**src/rtl/alu_op_issuer.sv**
```systemverilog
// alu_op_issuer: command FIFO plus a 4-state issue FSM in front of a registered
// 4-op ALU. Each command is issued as a single-cycle one-hot select, the result
// is captured one cycle later and returned on a valid/ready response channel.
// Divide-by-zero is screened before issue and reported through rsp_err.
// Build option: define OPERAND_ISO_EN to zero alu_a/alu_b outside the issue cycle.
module alu_op_issuer #(
    parameter int unsigned DEPTH = 4,
    parameter int unsigned DW    = 4,
    parameter int unsigned RW    = 8
) (
    input  logic          clk,
    input  logic          rst,
    input  logic          cmd_valid,
    output logic          cmd_ready,
    input  logic [1:0]    cmd_op,
    input  logic [DW-1:0] cmd_a,
    input  logic [DW-1:0] cmd_b,
    output logic [3:0]    alu_sel,
    output logic [DW-1:0] alu_a,
    output logic [DW-1:0] alu_b,
    input  logic [RW-1:0] alu_out,
    output logic          rsp_valid,
    input  logic          rsp_ready,
    output logic [RW-1:0] rsp_data,
    output logic [1:0]    rsp_op,
    output logic          rsp_err
);

    localparam int unsigned AW = (DEPTH > 1) ? $clog2(DEPTH) : 1;

    typedef enum logic [1:0] {StIdle, StIssue, StCapt, StResp} state_t;

    state_t          state_q, state_d;
    logic [1:0]      op_mem [DEPTH];
    logic [DW-1:0]   a_mem  [DEPTH];
    logic [DW-1:0]   b_mem  [DEPTH];
    logic [AW-1:0]   wr_ptr_q, rd_ptr_q;
    logic [AW:0]     count_q;
    logic            full, empty, push, pop;
    logic [1:0]      head_op;
    logic [DW-1:0]   head_a, head_b;
    logic            div_zero;
    logic [1:0]      op_q;
    logic            err_q;

    assign full      = (count_q == (AW+1)'(DEPTH));
    assign empty     = (count_q == '0);
    assign cmd_ready = !rst && !full;
    assign push      = cmd_valid && cmd_ready;
    assign pop       = (state_q == StIssue);
    assign head_op   = op_mem[rd_ptr_q];
    assign head_a    = a_mem[rd_ptr_q];
    assign head_b    = b_mem[rd_ptr_q];
    assign div_zero  = (head_op == 2'd2) && (head_b == '0);
    assign rsp_valid = (state_q == StResp);

    // FIFO storage; contents are meaningless once the pointers are reset.
    always_ff @(posedge clk) begin
        if (push) begin
            op_mem[wr_ptr_q] <= cmd_op;
            a_mem[wr_ptr_q]  <= cmd_a;
            b_mem[wr_ptr_q]  <= cmd_b;
        end
    end

    // FIFO pointers/occupancy, FSM state and response capture.
    always_ff @(posedge clk) begin
        if (rst) begin
            wr_ptr_q <= '0;
            rd_ptr_q <= '0;
            count_q  <= '0;
            state_q  <= StIdle;
            op_q     <= '0;
            err_q    <= 1'b0;
            rsp_data <= '0;
            rsp_op   <= '0;
            rsp_err  <= 1'b0;
        end else begin
            state_q <= state_d;
            if (push) wr_ptr_q <= wr_ptr_q + 1'b1;
            if (pop)  rd_ptr_q <= rd_ptr_q + 1'b1;
            case ({push, pop})
                2'b10:   count_q <= count_q + 1'b1;
                2'b01:   count_q <= count_q - 1'b1;
                default: count_q <= count_q;
            endcase
            if (state_q == StIssue) begin
                op_q  <= head_op;
                err_q <= div_zero;
            end
            if (state_q == StCapt) begin
                rsp_data <= err_q ? {RW{1'b1}} : alu_out;
                rsp_op   <= op_q;
                rsp_err  <= err_q;
            end
        end
    end

    // Next-state and one-hot select decode; a divide by zero is never issued.
    always_comb begin
        state_d = state_q;
        alu_sel = 4'b0000;
        case (state_q)
            // A command pushed this cycle is already the head next cycle.
            StIdle:  if (!empty || push) state_d = StIssue;
            StIssue: begin
                if (!div_zero) begin
                    unique case (head_op)
                        2'd0: alu_sel = 4'b1000;
                        2'd1: alu_sel = 4'b0100;
                        2'd2: alu_sel = 4'b0010;
                        2'd3: alu_sel = 4'b0001;
                    endcase
                end
                state_d = StCapt;
            end
            StCapt:  state_d = StResp;
            StResp:  if (rsp_ready) state_d = StIdle;
            default: state_d = StIdle;
        endcase
    end

`ifdef OPERAND_ISO_EN
    // Operands only toggle the ALU inputs during the issue cycle.
    always_comb begin
        alu_a = '0;
        alu_b = '0;
        if (state_q == StIssue) begin
            alu_a = head_a;
            alu_b = head_b;
        end
    end
`else
    logic [DW-1:0] alu_a_q, alu_b_q;

    // Loaded on entry to ISSUE so the new operands line up with alu_sel, then held.
    always_ff @(posedge clk) begin
        if (rst) begin
            alu_a_q <= '0;
            alu_b_q <= '0;
        end else if ((state_q == StIdle) && (state_d == StIssue)) begin
            alu_a_q <= empty ? cmd_a : head_a;
            alu_b_q <= empty ? cmd_b : head_b;
        end
    end

    assign alu_a = alu_a_q;
    assign alu_b = alu_b_q;
`endif

endmodule

```
**config.mk**
```make
export PLATFORM = sky130hd
export DESIGN_NAME = alu_op_issuer
export DESIGN_NICKNAME = d
export VERILOG_FILES = /design/src/rtl/alu_op_issuer.sv
export SDC_FILE = /design/constraint.sdc
export NUM_CORES = 1
export LEC_CHECK = 0
export BUFFER_PORTS_ARGS = -buffer_cell sky130_fd_sc_hd__buf_4
export CELL_PAD_IN_SITES_DETAIL_PLACEMENT = 1
export CELL_PAD_IN_SITES_GLOBAL_PLACEMENT = 1
export CORE_MARGIN = 2
export CORE_UTILIZATION = 30
export DETAILED_ROUTE_END_ITERATION = 16
export PLACE_DENSITY_LB_ADDON = 0.1
export SYNTH_ARGS = -nofsm -noshare
export SYNTH_HDL_FRONTEND = slang
export SYNTH_SLANG_ARGS = --single-unit
```
**constraint.sdc**
```tcl
create_clock -name clk -period 3.64 [get_ports clk]
set_input_delay 0 -clock clk [delete_from_list [all_inputs] [get_ports clk]]
set_output_delay 0 -clock clk [all_outputs]
set_load 0.02 [all_outputs]
```
**Word level (Yosys, flattened, before mapping)**

Memories as Yosys holds them, arrays and structs flattened. A register that Yosys moved wholly into a read port is not among the register bits.
Cells that the tools add are included.

- Bits of input ports: 22
- Register bits after elaboration: 31
- Memories kept: 3
- Bits in writable memories: 40
- Output and inout port bits: 25

- $add $sub $neg: 4
- Muxes and demuxes: 18
- Eq/ne operators: 10
- Reduce and logical (&&, ||, !) cells: 13

Memory list:

| memory | words | bits a word | read ports | clocked after memory_dff | write ports | RTL line | RTL |
|---|---|---|---|---|---|---|---|
| a_mem | 4 | 4 | 1 | 1 | 1 | 35 | `logic [DW-1:0] a_mem [DEPTH];` |
| b_mem | 4 | 4 | 1 | 1 | 1 | 36 | `logic [DW-1:0] b_mem [DEPTH];` |
| op_mem | 4 | 2 | 1 | 1 | 1 | 34 | `logic [1:0] op_mem [DEPTH];` |

Operator list:

| kind | count |
|---|---|
| $mux 2 | 8 |
| $mux 4 | 4 |
| $pmux 4 s4 | 1 |
| $eq 2x2->1 const B | 5 |
| $eq 2x1->1 const B | 4 |
| $mux 8 | 1 |
| $pmux 2 s4 | 1 |
| $pmux 3 s2 | 1 |
| $add 2x1->2 const B | 2 |
| $logic_and 1x1->1 | 4 |
| $logic_not 2->1 | 2 |
| $logic_not 4->1 | 1 |
| $add 3x1->3 const B | 1 |
| $eq 3x3->1 const B | 1 |
| $logic_not 1->1 | 3 |
| $logic_not 3->1 | 1 |
| $sub 3x1->3 const B | 1 |
| $mux 1 | 2 |
| $reduce_bool 2->1 | 1 |
| $logic_or 1x1->1 | 1 |

**Longest topological paths before layout**

Gate-level depths: netlist (run 1).

- Depth in word-level cells: 9
- Gate-level depth with buffers: 9

**Worst setup path before layout (run 1)**

OpenSTA, ideal clock, no wires.

- Path type: reg2reg
- From: register count_q[0]
- To: register count_q[2]
- Data required time: 3570 ps
- Data arrival time: 2150 ps
- Cell stages (with the launch flop): 10
- Period minus slack after synthesis: 2220 ps
- Path slack: 1420 ps
- Cell sequence: dfxtp_1 nor2_1 a211oi_1 inv_1 ha_1 inv_1 fa_1 xor2_1 or3_2 a21oi_1

- Cells in the longest elaborated chain, start to end: 6
- Elaborated cells between the ends (all ways): 10

RTL lines:

| element | RTL line | RTL |
|---|---|---|
| from (decl) | 38 | `logic [AW:0] count_q;` |
| from (signal assigned) | 83 | `2'b10: count_q <= count_q + 1'b1;` |
| from (signal assigned) | 84 | `2'b01: count_q <= count_q - 1'b1;` |
| from (signal assigned) | 85 | `default: count_q <= count_q;` |
| $eq 3x3->1 | 46 | `assign full = (count_q == (AW+1)'(DEPTH));` |
| $logic_not 1->1 | 48 | `assign cmd_ready = !rst && !full;` |
| $logic_and 1x1->1 | 48 |  |
| $logic_and 1x1->1 | 49 | `assign push = cmd_valid && cmd_ready;` |
| $eq 2x1->1 or $eq 2x2->1 (tied branches) | 82 | `case ({push, pop})` |
| $pmux 3 s2 or $reduce_bool 2->1 (tied branches) | -- |  |

Parallel ways exist; a longest one is shown, timed or not.
A chain may end at the register's enable or synchronous reset.

**Worst setup path after layout (run 1)**

Same ends and word-level chain as after synthesis.

==> results of run 1 <==
power by group:
part           total (W)  internal, W  switching (W)
Sequential       0.00109     0.000997      0.0000929
Combinational   0.000925     0.000409       0.000516
Clock           0.000558     0.000249       0.000310
metal layers:
metal	routed length (um)	global-route usage, %	vias up	share of wire [%]
met4	111	6.68	0	1.8
met5	0	0	-	0
met2	2900	19.5	35	46
li1	-	-	925	-
met3	225	3.25	8	3.6
met1	3010	17.3	904	48
cells by family after synthesis:
family                     count (synthesis)  synth area share [%]
and+or+nand+nor                           55                  8.65
adders and majority gates                  6                  2.81
muxes                                     21                  11.4
DFF                                       73                  63.4
buffers and inverters                     20                  3.49
xor gates and xnor gates                   5                  1.49
AOI/OAI and AO/OA                         36                  8.73
flip-flops by register name, summed over array words and instances, names as in the netlist, named ones only:
name / count
a_mem: 16
alu_a: 4
alu_b: 4
b_mem: 16
count_q: 3
err_q: 1
op_mem: 8
op_q: 2
rd_ptr_q: 2
rsp_data: 8
rsp_err: 1
rsp_op: 2
state_q: 2
wr_ptr_q: 2
worst min path at each step:
stage | slack (ps) | from | cells after the start | end
6_report | 30 | rst | 2 | count_q[0]
5_1_grt | 20 | rst | 2 | count_q[0]
4_1_cts | 20 | rst | 2 | count_q[0]
2_1_floorplan | 100 | cmd_a[0] | 0 | a_mem[0][0]
3_5_place_dp | 210 | cmd_op[1] | 1 | op_mem[2][1]
3_3_place_gp | 200 | cmd_op[0] | 1 | op_mem[2][0]
repair_timing:
item | 4_1_cts | 5_1_grt
endpoints found under the hold margin | 53 | 0
hold buffers | 19 | 0
endpoints found under the setup margin | 0 | 0
per-stage QoR:
stage | worst slack [ps] | utilization [%] | instances
2_1_floorplan | 1420 | - | 216
3_3_place_gp | 1190 | 35.2 | 386
3_5_place_dp | 1100 | 35.2 | 386
4_1_cts | 1030 | 39.0 | 421
5_1_grt | 863 | 39.0 | 421
6_report | 1110 | 39.0 | 421
final cells by class:
class                      instances  area (um2)
clock buffer                      10         128
clock inverter                     6        42.5
fill                            1061        5880
inverter                           9        33.8
multi-input combinational        123         972
sequential                        73        1860
tap                              133         166
timing repair buffer              67         551
layout by cell type (no fill, tap or decap), drive strengths merged:
master and instances:
buf 48, edfxtp 40, dfxtp 33, nor2 31, dlygate4sd3 19, a21oi 13, mux2i 11, mux4 10
clkbuf 10, a211oi 9, o31ai 9, inv 9, nand2 8, and2 5, ha 5, clkinv 4
xor2 3, and3 2, or2 2, xnor2 2, clkinvlp 2, nor2b 2, or3 2, nand2b 1
nor4 1, nor3 1, a2111oi 1, a21boi 1, o21a 1, o21ai 1, a32oi 1, fa 1
==> flow_summary_export.csv, run 1 <==
group,metric,value,unit
synthesis,yosysSeqAreaShare,63.4,%
floorplan,coreArea,9640,um2
timing,fin_skew,14.2,ps
timing,hold_viol,0,
timing,rsz0062_at_grt,"false",
worst_setup_path,crit_family,"compound AO/OA/AOI/OAI gates",
synthesis,ys_warn_count,0,
timing,fin_crit_sh,69.5,%
clock_tree,clock_latency,350,ps
worst_setup_path,r2r_start,"count_q[0]",
synthesis,synthTopCellsByCount,"edfxtp_1 (40), dfxtp_1 (33), nor2_1 (31)",
power_and_ir_drop,leakagePower,1.39,nW
timing,fmaxAchievable,395,MHz
worst_setup_path,slowest_delay,700,ps
place,placed_area,3390,um2
clock_tree,cts_made_buffers,9,
floorplan,dieHeight,103,um
synthesis,synth_edf_count,40,
timing,setup_violations,0,
clock_tree,htreeDepth,3,
place,port_buffers,46,
clock_tree,tritoncts,"built",
power_and_ir_drop,ir_drop,213,uV
clock_tree,clk_pin_slew,80,ps
worst_setup_path,cp.required,3900,ps
synthesis,synth_area,2940,um2
clock_tree,cts.sinks,73,
worst_setup_path,ff2ff_setup_slack,1110,ps
clock_tree,root_buffer,"clkbuf_8",
synthesis,synth_area_per_cell,13.6,um2
worst_setup_path,setup.worst_path.end,"count_q[2]",
worst_setup_path,critPathKind,"reg2reg",
cells_and_area,syn2layout_area_growth,27.9,%
worst_setup_path,crit_start,"count_q[0]",
timing,setup_tns,0,ps
timing,fin_crit,2530,ps
floorplan,die_area,10600,um2
worst_setup_path,cp_data_arrival_time,2790,ps
worst_setup_path,critPathLaunchType,"flop",
synthesis,yosysTopAreaCellShare,40.9,%
worst_setup_path,cp_slowest_cell,"a211oi_1",
global_route,antenna_found_initial,0,
worst_setup_path,worstPathCellList,"nor2_1, a211oi_1, inv_1, ha_1, inv_1, fa_1, xor2_1, or3_2, a21oi_1",
place,gp_congestion,0.670,
floorplan,rows,36,
worst_setup_path,cp-end-kind,"flop",
cells_and_area,drive_gt1_share,26.4,%
global_route,grt_util_all_layers,13.0,%
synthesis,synth.most_common_cell,"edfxtp_1",
outcome,outcome,"completed",
timing,tightest_slew,790,ps
run,cap_violations,0,
floorplan,start_util,30.5,%
synthesis,synth_ff_type,"edfxtp_1",
cells_and_area,antenna_cells,0,
route,ant_nets,0,
floorplan,chipWidth,103,um
clock_tree,cts_buffer_depth,2,
route,wl_per_cell,14.8,um
timing,slew_headroom,47.0,%
timing,finalMaxSlewViolations,0,
cells_and_area,fin_nets,311,
route,drt-initial-drc-count,49,
synthesis,yosysTopAreaCell,"edfxtp_1",
global_route,grt_max_degree,27,
route,via_count,1872,
timing,fin_hold_ws,25.2,ps
route,drc_errors,0,
place,hpwl,4.21,mm
cells_and_area,final_cell_area,3750,um2
synthesis,postSynthCellCount,216,
synthesis,synth_area_leaders,"edfxtp_1 (41%), dfxtp_1 (22%), mux4_2 (7.7%)",
power_and_ir_drop,power.density,685,nW/um2
global_route,grt_pass1_wl,9.96,mm
route,first_pass_iters,4,
worst_setup_path,worstSetupPathDepth,9,
synthesis,synthArstFlopShare,0,%
global_route,overflow,0,
worst_setup_path,path_max_fanout,8,
min_path,min_path_type,"in2reg",
worst_setup_path,path_common_cell,"inv_1",
worst_setup_path,timing.rr.end,"count_q[2]",
floorplan,ios,47,
worst_setup_path,worst_r2r_path_depth,9,
clock_tree,post-cts-setup-buffer-count,0,
route,vias_per_cell,4.45,
synthesis,ys_seq_elements,73,
power_and_ir_drop,p_total,0.00257,W
synthesis,yosysUniqueCellTypes,34,
global_route,first_global_vias,1883,
synthesis,synth_nets,244,
route,drt_wl_total,6.24,mm
clock_tree,cts.repair.resized,0,
worst_setup_path,crit_buf_inv,2,
(Power assumes the default switching activity.)
==> run 2, diff against run 1 <==
ABC_AREA = 1   (was unset)
clock period = 2.28 ns   (was 3.64 ns; I/O delays follow)
==> run 2 against run 1 <==
  * Synthesized cell count rose by 52%
  * Non-clock buffer count increased by 6
  * Sequential cell count did not move
==> flow_summary_export.csv, run 2 <==
group,metric,value,unit
global_route,grt_max_degree,27,
floorplan,start_util,31.1,%
synthesis,yosysUniqueCellTypes,26,
cells_and_area,final_common_cell,"nand2_1",
clock_tree,clk_pin_slew,70,ps
floorplan,dieHeight,105,um
cells_and_area,syn2layout_area_growth,30.9,%
worst_setup_path,cp.required,2520,ps
clock_tree,cts_made_buffers,9,
worst_setup_path,cp-end-kind,"flop",
clock_tree,cts.sinks,73,
clock_tree,htreeDepth,3,
timing,setup_tns,0,ps
clock_tree,post-cts-setup-buffer-count,0,
route,drt-initial-drc-count,90,
synthesis,synthTopCellsByCount,"nand2_1 (72), nor2_1 (56), edfxtp_1 (40)",
timing,fin_crit,1930,ps
cells_and_area,fillerInstances,1190,
floorplan,die_area,11000,um2
place,gp_congestion,0.742,
power_and_ir_drop,ir_drop,584,uV
cells_and_area,top_regs,"a_mem x16, b_mem x16",
global_route,overflow,0,
floorplan,chipWidth,105,um
cells_and_area,antenna_cells,0,
global_route,antenna_found_initial,0,
route,drt_wl_total,7.64,mm
min_path,min_path_type,"in2reg",
cells_and_area,most-common-layout-cells,"nand2_1 (72), nor2_1 (56), buf_4 (52)",
worst_setup_path,path_max_fanout,10,
synthesis,synth_area,3050,um2
outcome,outcome,"completed",
timing,finalMaxSlewViolations,0,
place,port_buffers,46,
cells_and_area,drive_gt1_share,20.0,%
place,placed_area,3540,um2
synthesis,synth_ff_type,"edfxtp_1",
route,first_pass_iters,4,
cells_and_area,final_cell_area,4000,um2
worst_setup_path,critPathKind,"reg2reg",
worst_setup_path,cp_data_arrival_time,2170,ps
floorplan,rows,36,
synthesis,ys_seq_elements,73,
global_route,grt_pass1_wl,12.4,mm
place,hpwl,5.05,mm
clock_tree,cts.repair.resized,0,
synthesis,synth_area_leaders,"edfxtp_1 (39%), dfxtp_1 (22%), nand2_1 (8.9%)",
route,vias_per_cell,4.47,
synthesis,synth_nets,357,
synthesis,yosysTopAreaCell,"edfxtp_1",
worst_setup_path,critPathLaunchType,"flop",
synthesis,synth_area_per_cell,9.28,um2
clock_tree,cts_buffer_depth,2,
run,cap_violations,0,
clock_tree,tritoncts,"built",
global_route,first_global_vias,2398,
timing,hold_viol,0,
synthesis,synth_edf_count,40,
clock_tree,ctsHoldBuffers,21,
synthesis,postSynthCellCount,329,
clock_tree,root_buffer,"clkbuf_8",
route,drc_errors,0,
power_and_ir_drop,power.density,1190,nW/um2
timing,tightest_slew,737,ps
route,wl_per_cell,14.2,um
timing,fmaxAchievable,518,MHz
synthesis,synth.most_common_cell,"nand2_1",
synthesis,ys_warn_count,0,
clock_tree,clock_latency,350,ps
global_route,grt_util_all_layers,14.8,%
timing,setup_violations,0,
cells_and_area,fin_nets,429,
timing,fin_skew,10.8,ps
route,ant_nets,0,
timing,rsz0062_at_grt,"false",
synthesis,synthArstFlopShare,0,%
timing,fin_crit_sh,84.7,%
route,via_count,2411,
power_and_ir_drop,leakagePower,1.70,nW
floorplan,coreArea,9820,um2
timing,slew_headroom,50.8,%
synthesis,yosysSeqAreaShare,61.0,%
floorplan,ios,47,
synthesis,yosysTopAreaCellShare,39.3,%
-- run 2: changes by cell type in the layout (fill, tap and decap cells not counted), moves of 4 or more --
cell      change
a211oi_1      -8
buf_4         +4
mux4_2       -10
nor3_1        +8
o31ai_1       -9
and2_1        -5
inv_1        +21
nor2_1       +25
mux2i_1      -11
nand2_1      +64
o21ai_0      +28
nand3_1      +10
-- run 2: worst paths after layout --
| path | startpoint | endpoint | slack (ps) | cells past startpoint |
|---|---|---|---|---|
| max | count_q[0] | count_q[2] | 350 | 10 |
| min | cmd_valid | wr_ptr_q[1] | 20 | 3 |
| max reg2reg | count_q[0] | count_q[2] | 350 | 10 |
| min reg2reg | op_q[1] | rsp_op[1] | 480 | 2 |
-- run 2: final cells by class --
cell class              count  area (um2)  share of cell area (%)
clock inverters             6         115                    2.88
repair buffers             73         601                    15.0
clock buffers              10         128                    3.19
well taps                 133         166                    4.16
flip-flops and latches     73        1860                    46.6
inverters                  32         120                    3.00
multi-input cells         212        1010                    25.2
-- run 2: critical path: stages, from the launching register on --
cell     delay [ps]
dfxtp_1         320
nor2_2          200
a21oi_4          90
nand2_4         120
ha_1            160
inv_1            60
fa_1            370
a21oi_1         150
o21ai_0         120
o21ai_0         170
a21oi_1          50
-- run 2: power breakdown --
| part | internal (W) | switching (W) | total, W |
|---|---|---|---|
| combinational | 0.000602 | 0.00117 | 0.00177 |
| clock | 0.000733 | 0.000511 | 0.00124 |
| sequential | 0.00161 | 0.000144 | 0.00175 |
-- run 2: through the flow --
step | hold slack [ps] | power (W) | cells | util [%] | setup WS, ps
3_3_place_gp | 203 | 0.00354 | 502 | 36.1 | 415
3_5_place_dp | 211 | 0.00357 | 502 | 36.1 | 355
5_1_grt | 26.7 | 0.00513 | 539 | 40.7 | 81.6
2_1_floorplan | 34.0 | 0.00300 | 329 | - | 478
6_report | 16.6 | 0.00477 | 539 | 40.7 | 349
4_1_cts | 12.3 | 0.00486 | 539 | 40.7 | 335
-- run 2: cells by family after synthesis --
kind of cell,after synthesis,synth area share (%)
AO/OA/AOI/OAI,48,8.40
XOR/XNOR,1,0.287
adder cells (fa/ha/maj),6,2.70
buffers and inverters,44,6.07
flip-flops,73,61.0
AND/OR/NAND/NOR,157,21.6
-- run 2: routing by layer --
layer / GRT usage [%] / part of all wire, % / vias to the layer above / routed length, um
li1: - / - / 1204 / -
met1: 18.8 / 46 / 1157 / 3540
met2: 24.5 / 49 / 39 / 3750
met3: 2.31 / 2.4 / 11 / 181
met4: 6.86 / 2.0 / 0 / 155
met5: 0 / 0 / - / 0
